--- config.mk ---
export PLATFORM = sky130hd
export DESIGN_NAME = if_fetch_queue
export DESIGN_NICKNAME = d
export VERILOG_FILES = /design/src/rtl/if_fetch_queue_pkg.sv /design/src/rtl/fetch_addr_check.sv /design/src/rtl/if_fetch_queue.sv
export SDC_FILE = /design/constraint.sdc
export NUM_CORES = 1
export LEC_CHECK = 0
export ABC_AREA = 1
export CAP_MARGIN = 20
export CORE_MARGIN = 5
export CORE_UTILIZATION = 31
export CTS_CLUSTER_SIZE = 24
export DETAILED_ROUTE_END_ITERATION = 10
export GPL_TIMING_DRIVEN = 1
export PLACE_DENSITY = 0.46
export SETUP_SLACK_MARGIN = 0.1
export SLEW_MARGIN = 10
export SYNTH_ARGS = -nofsm -noshare
export SYNTH_HDL_FRONTEND = slang
export SYNTH_SLANG_ARGS = --single-unit
--- constraint.sdc ---
create_clock -name clk -period 8.34 [get_ports clk]
set_input_delay 1.668 -clock clk [delete_from_list [all_inputs] [get_ports clk]]
set_output_delay 1.668 -clock clk [all_outputs]
set_load 0.02 [all_outputs]
--- src/rtl/if_fetch_queue_pkg.sv ---
// rtl/if_fetch_queue_pkg.sv - shared constants and entry type for the fetch queue
package if_fetch_queue_pkg;

  localparam logic [31:0] PC_INIT  = 32'h0000_3000;
  localparam logic [31:0] IM_LO    = 32'h0000_3000;
  localparam logic [31:0] IM_HI    = 32'h0000_6FFC;
  localparam logic [31:0] INSTR_NOP = 32'h0000_0000;

  localparam logic [4:0] EXC_NONE = 5'd0;
  localparam logic [4:0] EXC_ADEL = 5'd4;

  typedef struct packed {
    logic [31:0] pc;
    logic [31:0] instr;
    logic [4:0]  exc;
  } fetch_entry_t;

  // Word-aligned and inside the instruction memory window.
  function automatic logic pc_is_fetchable(input logic [31:0] pc);
    return (pc[1:0] == 2'b00) && (pc >= IM_LO) && (pc <= IM_HI);
  endfunction

endpackage

--- src/rtl/fetch_addr_check.sv ---
// rtl/fetch_addr_check.sv - combinational AdEL check on a fetch PC
module fetch_addr_check
  import if_fetch_queue_pkg::*;
(
  input  logic [31:0] pc,
  output logic [4:0]  exc_code,
  output logic        fault
);

  always_comb begin
    fault    = ~pc_is_fetchable(pc);
    exc_code = fault ? EXC_ADEL : EXC_NONE;
  end

endmodule

--- src/rtl/if_fetch_queue.sv ---
// rtl/if_fetch_queue.sv - in-order fetch-to-decode buffer; FETCH_EXC_CHECK_EN enables AdEL tagging on entry
module if_fetch_queue
  import if_fetch_queue_pkg::*;
#(
  parameter  int DEPTH = 4,
  localparam int PTR_W = $clog2(DEPTH)
) (
  input  logic             clk,
  input  logic             reset,
  input  logic             flush,
  input  logic             in_valid,
  output logic             in_ready,
  input  logic [31:0]      in_pc,
  input  logic [31:0]      in_instr,
  output logic             out_valid,
  input  logic             out_ready,
  output logic [31:0]      out_pc,
  output logic [31:0]      out_instr,
  output logic [4:0]       out_exc,
  output logic [PTR_W:0]   count
);

  localparam logic [PTR_W:0] PTR_ONE = 1;

  fetch_entry_t mem [DEPTH];
  fetch_entry_t new_entry;
  fetch_entry_t head;

  logic [PTR_W:0]   rd_ptr, wr_ptr;
  logic [PTR_W-1:0] rd_idx, wr_idx;
  logic             empty, full, push, pop;

  assign rd_idx = rd_ptr[PTR_W-1:0];
  assign wr_idx = wr_ptr[PTR_W-1:0];

  // Wrap bits disambiguate full from empty when the indices match.
  assign empty = (rd_ptr == wr_ptr);
  assign full  = (rd_idx == wr_idx) && (rd_ptr[PTR_W] != wr_ptr[PTR_W]);

  assign in_ready  = ~full;
  assign out_valid = ~empty;
  assign push      = in_valid & in_ready & ~flush;
  assign pop       = out_valid & out_ready & ~flush;
  assign count     = wr_ptr - rd_ptr;

`ifdef FETCH_EXC_CHECK_EN
  logic [4:0] chk_exc;
  logic       chk_fault;

  fetch_addr_check u_addr_check (
    .pc       (in_pc),
    .exc_code (chk_exc),
    .fault    (chk_fault)
  );

  // A faulting fetch is turned into a nop so decode never acts on garbage.
  always_comb begin
    new_entry.pc    = in_pc;
    new_entry.instr = chk_fault ? INSTR_NOP : in_instr;
    new_entry.exc   = chk_exc;
  end
`else
  always_comb begin
    new_entry.pc    = in_pc;
    new_entry.instr = in_instr;
    new_entry.exc   = EXC_NONE;
  end
`endif

  always_ff @(posedge clk) begin
    if (reset) begin
      rd_ptr <= '0;
      wr_ptr <= '0;
      for (int i = 0; i < DEPTH; i++) begin
        mem[i] <= '0;
      end
    end else if (flush) begin
      rd_ptr <= '0;
      wr_ptr <= '0;
    end else begin
      if (push) begin
        mem[wr_idx] <= new_entry;
        wr_ptr      <= wr_ptr + PTR_ONE;
      end
      if (pop) begin
        rd_ptr <= rd_ptr + PTR_ONE;
      end
    end
  end

  // Stale entries stay in storage after a flush; masking hides them.
  always_comb begin
    head      = mem[rd_idx];
    out_pc    = empty ? 32'h0 : head.pc;
    out_instr = empty ? 32'h0 : head.instr;
    out_exc   = empty ? EXC_NONE : head.exc;
  end

endmodule

After elaboration in Yosys (flattened, before gate mapping)

Memory sizes are Yosys's and may differ from the RTL's. A register that Yosys moved wholly into a read port is not among the register bits.
Cells that the tools add are included.

Magnitude comparators: 0
$mul: 0
Bitwise logic cells: 7
Shifts and indexed selects: 0
Eq/ne operators: 3
Muxes and demuxes: 14
Reductions and logical operators: 3
$add $sub $neg: 3
Divide/modulo/power cells: 0

Operators with widths:

| cell                | count |
|---|---|
| $mux 32             | 2 |
| $mux 64             | 1 |
| $reduce_or 64->1    | 1 |
| $mux 1              | 7 |
| $add 3x1->3 const B | 2 |
| $mux 2              | 3 |
| $mux 5              | 1 |
| $and 1x1->1         | 4 |
| $eq 3x3->1          | 1 |
| $not 1->1           | 3 |
| $sub 3x3->3         | 1 |
| $eq 2x2->1          | 1 |
| $reduce_or 2->1     | 1 |
| $logic_and 1x1->1   | 1 |
| $ne 1x1->1          | 1 |

Latch bits: 0
Input port bits: 69
Memories: 1
Output and inout port bits: 74
Memory bits (read-only): 0
Register bits after elaboration: 6
Memory bits (writable): 256

Memories:

| name | depth | width | rd ports | clocked after memory_dff | write ports | RTL line             | text |
|---|---|---|---|---|---|---|---|
| mem  | 4     | 64    | 1        | 1                        | 4           | if_fetch_queue.sv:25 | `fetch_entry_t mem [DEPTH];` |

Longest topological paths before layout

Gate-level depths: netlist (run 1).

Depth in word-level cells: 11
Mapped depth: 10

Least setup slack after synthesis (run 1)

Ideal clock, no wire load.

Path type: input port to flip-flop
Start point: input flush
End point: memory mem[0][0] (netlist bit) (enable)
Library setup time: 574 ps
Stages: 4
Arrival time: 6762 ps
Path slack: 1003 ps
Buffers on the path: 1
Path through: nor2_1 nand4_2 clkbuf_1 o21ai_0

RTL lines:

| element            | RTL line             | text |
|---|---|---|
| start: declaration | if_fetch_queue.sv:10 | `input logic flush,` |
| end: declaration   | if_fetch_queue.sv:25 |  |

Worst setup path after layout (run 1)

Start point: register wr_ptr[0]
End point: output out_pc[0]

Longest elaborated chain between the ends: 2

Ends and longest elaborated chain:

| element                  | RTL line             | text |
|---|---|---|
| start: declaration       | if_fetch_queue.sv:29 | `logic [PTR_W:0] rd_ptr, wr_ptr;` |
| start signal: assignment | if_fetch_queue.sv:83 | `wr_ptr <= wr_ptr + PTR_ONE;` |
| $eq 3x3->1               | if_fetch_queue.sv:37 | `assign empty = (rd_ptr == wr_ptr);` |
| $mux 32                  | if_fetch_queue.sv:94 | `out_pc = empty ? 32'h0 : head.pc;` |
| end: declaration         | if_fetch_queue.sv:17 | `output logic [31:0] out_pc,` |

Every way passes these cells.

==> results.yml, run 1 <==
status:
  outcome: "finished, final reports clean"
pwr:
  power.density_nw_per_um2: 195
  power.switching_uw: 709
  swShare_pct: 23.9
  power.internal_mw: 2.26
  peakVddDrop_mv: 0.141
  comb_power_share_pct: 7.9
  clkPwrFrac_pct: 40.8
  p_leak_nw: 5.38
  seq_power_share_pct: 51.3
synth:
  synth_seq_cells: 264
  yosysMostFrequentCell: "nor2_1"
  synth_area_leaders: "edfxtp_1, nor2_1, nor3_2, o21ai_0, nor3_1"
  avgSynthCellArea_um2: 10.5
  synth-seq-area-share_pct: 62.2
  ys_warn_count: 0
  synth_commonest_cells: "nor2_1, edfxtp_1, o21ai_0"
  synth_edf_count: 256
  synth_top_area_share_pct: 60.9
  synth_top_cell_by_area: "edfxtp_1"
  postSynth.asyncResetShare_pct: 0
  ys_types: 25
  synthFlopType: "edfxtp_1"
  syn_area_um2: 12600
  syn-instance-count: 1197
floorplan:
  initial_utilization_pct: 31.1
  dieHeight_um: 212
  dieArea_um2: 44800
  io_pins: 143
  coreArea_um2: 40600
  die_w_um: 212
  rows: 74
detailed_routing:
  final_antenna_net_count: 0
  drt-initial-drc-count: 513
  drt_pass1_iterations: 5
  drc: 0
  vias: 8915
  wire_per_inst_um: 19.7
  finalWirelength_mm: 36.1
  viasPerCell: 4.85
timing:
  max_freq_ghz: 0.177
  tns_ns: 0
  drv_slew: 0
  fin_crit_sh_pct: 67.8
  fin_crit_ns: 5.65
  setup_viol: 0
  finClkSkew_ns: 0.00805
  slew_headroom_pct: 23.1
  holdWs_ns: 0.502
  finalHoldViolCount: 0
  tightest_slew_ns: 1.15
  rsz0062_at_grt: "no"
worst_setup_path:
  crit_slowest_cell: "dfxtp_4"
  cp_num_buf_inv: 5
  cp_top_family: "buffers and inverters"
  path_cells: "inv_4 > ha_1 > nand2_1 > inv_1 > nand3_1 > inv_2 > buf_4 > a21oi_1 > clkdlybuf4s50_1"
  cpPeakStageDelay_ns: 0.71
  crit_path_start_kind: "flip-flop"
  cp.depth: 9
  worst-r2r-cell-count: 10
  crit_type: "flip-flop to primary output"
  worstPathMaxFanout: 37
  required_ns: 6.67
  arrival_ns: 3.98
  end_kind: "primary output"
job:
  maxCapViolCount: 0
cells_and_area:
  num_antenna_cells: 0
  syn2layout_area_growth_pct: 20.8
  layout-drive-gt1-share_pct: 13.4
  postLayoutCellArea_um2: 15200
  final_cells: 1839
  final_util_pct: 37.6
  fin_nets: 1360
  nFillCells: 4105
cts:
  clk_pin_slew_ns: 0.06
  holdBufCountCts: 0
  clock_sinks: 264
  numCtsBuffers: 31
  cts_setup_buffers: 0
  clock_latency_ns: 0.55
  h-tree-depth: 1
  cts_root_buf: "clkbuf_16"
  ctsResizeCount: 0
  tritoncts: "done"
  clock_path_buffers: 3
grt:
  grt_max_degree: 80
  grt.total_usage_pct: 15.8
  grt_antenna_before_repair: 0
  overflow: 0
  grt_pass1_vias: 9238
  grt_pass1_wl_mm: 56.1
placement:
  gp_congestion: 0.721
  placed_cells: 1785
  io_buffer_count: 137
  place_area_um2: 14400
  hpwlAfterDp_mm: 20.1
hold_path:
  hp-class: "flip-flop to flip-flop"
  hold-path-cell-count: 2
[metrics by stage]
stage	setup slack, ns	power, mW
floorplan	1.00	1.69
global placement	3.17	1.79
detailed placement	3.18	1.79
CTS	2.58	3.01
global route	2.40	3.09
finish	2.69	2.97
[per-layer routing]
layer	global-route usage, %	share of wire, %	up-vias
li1	-	-	4291
met1	22.0	45	4403
met2	26.8	49	177
met3	2.12	4.3	44
met4	3.07	1.7	0
met5	0	0	-
[final timing paths]
check,slack (ns),end,start
setup reg to reg,4.71,mem[1][53]$_SDFFCE_PN0P_,wr_ptr[0]$_SDFFE_PP0P_
setup / recovery,2.69,out_pc[0],wr_ptr[0]$_SDFFE_PP0P_
hold / removal,0.50,rd_ptr[2]$_SDFFE_PP0P_,rd_ptr[2]$_SDFFE_PP0P_
hold reg to reg,0.50,rd_ptr[2]$_SDFFE_PP0P_,rd_ptr[2]$_SDFFE_PP0P_
[placed cells by master (no fill, tap or decap), drive strengths merged]
| cell | n |
|---|---|
| clkdlybuf4s50 | 137 |
| buf | 16 |
| nand4 | 3 |
| nor2 | 324 |
| clkinv | 13 |
| nor3 | 192 |
| o21ai | 132 |
| ha | 4 |
| nand2 | 16 |
| clkbuf | 40 |
| a21oi | 70 |
| dfxtp | 8 |
| clkinvlp | 1 |
| edfxtp | 256 |
| inv | 80 |
| nand3 | 7 |
| xor2 | 2 |
| conb | 5 |
| fa | 1 |
[sequential cells by signal, summed over array words and instances (netlist names), named ones only]
signal and flops:
mem 256, rd_ptr 3, wr_ptr 3
[area by class of cell]
type / count / area [um2] / share of cell area (%)
Timing Repair Buffer: 153 / 1530 / 10.0
Sequential cell: 264 / 7860 / 51.6
Clock inverter: 14 / 76.3 / 0.501
Clock buffer: 40 / 810 / 5.31
Multi-Input combinational cell: 756 / 4000 / 26.2
Tap cell: 532 / 666 / 4.37
Inverter: 80 / 304 / 1.99
[power groups by stage]
stage / logic [mW] / clock network (mW) / registers (mW)
3_3_place_gp: 0.237 / 0 / 1.55
6_report: 0.234 / 1.21 / 1.53
2_1_floorplan: 0.137 / 0 / 1.56
4_1_cts: 0.241 / 1.25 / 1.53
5_1_grt: 0.258 / 1.30 / 1.53
3_5_place_dp: 0.240 / 0 / 1.55
[worst reg2reg max path, cell delays in order, from the launching register on]
cell and delay [ns]:
dfxtp_4 0.71, inv_4 0.13, ha_1 0.32, nand2_1 0.05, inv_1 0.10, nand2_4 0.12, nand4_4 0.11, buf_4 0.67
buf_4 0.70, buf_16 0.34, nor3_2 0.11
[cell families (layout without fill, tap and decap cells)]
logic type	count (synthesis)	after routing	share of synthesized area (%)
simple gates	542	542	22.3
flops	264	264	62.2
compound gates	202	202	8.01
buf+inv	181	287	6.80
fa+ha+maj	5	5	0.555
xor+xnor	2	2	0.139
other cells	1	5	0.0297
Power figures use the tool's default switching activity.
==> run 2: changes to the inputs <==
==> constraint.sdc (replaced) <==
create_clock -name clk -period 5.2 [get_ports clk]
set_input_delay 1.04 -clock clk [delete_from_list [all_inputs] [get_ports clk]]
set_output_delay 1.04 -clock clk [all_outputs]
set_load 0.02 [all_outputs]
==> results.yml, run 2 (synthesis results as in run 1) <==
cts:
  tritoncts: "done"
  numCtsBuffers: 30
  cts_root_buf: "clkbuf_16"
  h-tree-depth: 1
  clk_pin_slew_ns: 0.06
  holdBufCountCts: 0
  cts_setup_buffers: 0
  ctsResizeCount: 0
  clock_path_buffers: 3
  clock_latency_ns: 0.55
  clock_sinks: 264
cells_and_area:
  largest_register_ffs: 256
  syn2layout_area_growth_pct: 21.6
  layout-drive-gt1-share_pct: 13.7
  layout_commonest_cell: "nor2_1"
  fin_nets: 1367
  final_cell_mix: "nor2_1, edfxtp_1, clkdlybuf4s50_1"
  num_antenna_cells: 0
  largest_register: "mem"
  largestRegisters: "mem (256), rd_ptr (3), wr_ptr (3)"
  nFillCells: 4111
  ff_latch_area_um2: 7860
  multi_input_area_um2: 4000
detailed_routing:
  vias: 8927
  finalWirelength_mm: 35.3
  drt_pass1_iterations: 4
  wire_per_inst_um: 19.1
  final_antenna_net_count: 0
  drt-initial-drc-count: 514
  viasPerCell: 4.83
  drc: 0
pwr:
  swShare_pct: 23.3
  seq_power_share_pct: 50.3
  power.switching_mw: 1.13
  power.internal_mw: 3.72
  peakVddDrop_mv: 0.247
  comb_power_share_pct: 7.9
  p_leak_nw: 5.43
  power_mw: 4.85
  power.density_nw_per_um2: 316
  clkPwrFrac_pct: 41.8
floorplan:
  coreArea_um2: 40600
  dieArea_um2: 44800
  dieHeight_um: 212
  die_w_um: 212
  initial_utilization_pct: 31.1
  rows: 74
  io_pins: 143
placement:
  io_buffer_count: 137
  hpwlAfterDp_mm: 19.3
  gp_congestion: 0.727
worst_setup_path:
  worstPathMaxFanout: 38
  crit_slowest_cell: "inv_2"
  crit_type: "flip-flop to primary output"
  path_cells: "inv_1 > ha_1 > nand2_1 > inv_1 > nand3_1 > inv_2 > buf_12 > a21oi_1 > clkdlybuf4s50_1"
  required_ns: 4.16
  cp_common_cell: "inv_1"
  crit_path_start_kind: "flip-flop"
  cp.depth: 9
  arrival_ns: 3.26
  cpPeakStageDelay_ns: 0.63
  worst-r2r-cell-count: 9
  end_kind: "primary output"
  cp_top_family: "buffers and inverters"
  cp_num_buf_inv: 5
timing:
  fin_crit_ns: 4.30
  setup_viol: 0
  fin_crit_sh_pct: 82.7
  tightest_slew_ns: 1.14
  holdWs_ns: 0.501
  rsz0062_at_grt: "no"
  max_freq_ghz: 0.232
  slew_headroom_pct: 23.8
  finClkSkew_ns: 0.00811
  drv_slew: 0
  finalHoldViolCount: 0
grt:
  grt_pass1_vias: 9127
  grt_max_degree: 81
  grt_pass1_wl_mm: 55.1
  overflow: 0
  grt_antenna_before_repair: 0
  grt.total_usage_pct: 15.5
status:
  outcome: "finished, final reports clean"
job:
  maxCapViolCount: 0
hold_path:
  hp-class: "flip-flop to flip-flop"
  hold-path-cell-count: 2
## run 2: path summary, 6_finish.rpt
kind	from	end	slack [ns]
worst min register to register	rd_ptr[2]$_SDFFE_PP0P_	rd_ptr[2]$_SDFFE_PP0P_	0.50
worst max-delay path	rd_ptr[1]$_SDFFE_PP0P_	out_pc[24]	0.90
worst max register to register	rd_ptr[1]$_SDFFE_PP0P_	mem[2][15]$_SDFFCE_PN0P_	2.31
worst min-delay path	rd_ptr[2]$_SDFFE_PP0P_	rd_ptr[2]$_SDFFE_PP0P_	0.50
## run 2: tightest hold or removal path, delay by kind of cell, from the launching register on
| family | cells | cell delay (ns) |
|---|---|---|
| AOI/OAI and AO/OA | 1 | 0.05 |
| DFF | 1 | 0.33 |
| and+or+nand+nor | 1 | 0.07 |
## run 2: layout make-up
cell class / instances / area share, %
clock inverters: 21 / 0.938
flip-flops and latches: 264 / 51.2
repair buffers: 161 / 10.3
multi-input cells: 756 / 26.1
inverters: 80 / 1.98
well taps: 532 / 4.34
clock buffers: 35 / 5.16
## run 2: power groups by stage
| stage | clock network, mW | logic (mW) | registers (mW) |
|---|---|---|---|
| after global placement | 0 | 0.389 | 2.48 |
| final | 2.03 | 0.381 | 2.44 |
| after global routing | 2.17 | 0.421 | 2.45 |
| after detailed placement | 0 | 0.389 | 2.48 |
| after floorplan | 0 | 0.219 | 2.49 |
| after CTS | 2.08 | 0.391 | 2.44 |
## run 2: layer usage
metal / routed length, um / vias to the layer above / global-route usage (%)
met1: 16100 / 4396 / 21.7
met2: 17100 / 184 / 26.1
met4: 528 / 0 / 3.07
met3: 1570 / 40 / 2.22
li1: - / 4307 / -
met5: 0 / - / 0
## run 2: stage by stage
stage / TNS (ns) / cells / utilization [%] / cell area (um2) / worst slack, ns
2_1_floorplan: -207.96 / 1201 / - / 12600 / -1.62
5_1_grt: 0 / 1849 / 37.8 / 15300 / 0.609
3_5_place_dp: 0 / 1793 / 35.5 / 14400 / 1.45
4_1_cts: 0 / 1849 / 37.8 / 15300 / 0.853
6_report: 0 / 1849 / 37.8 / 15300 / 0.898
3_3_place_gp: 0 / 1793 / 35.5 / 14400 / 1.47
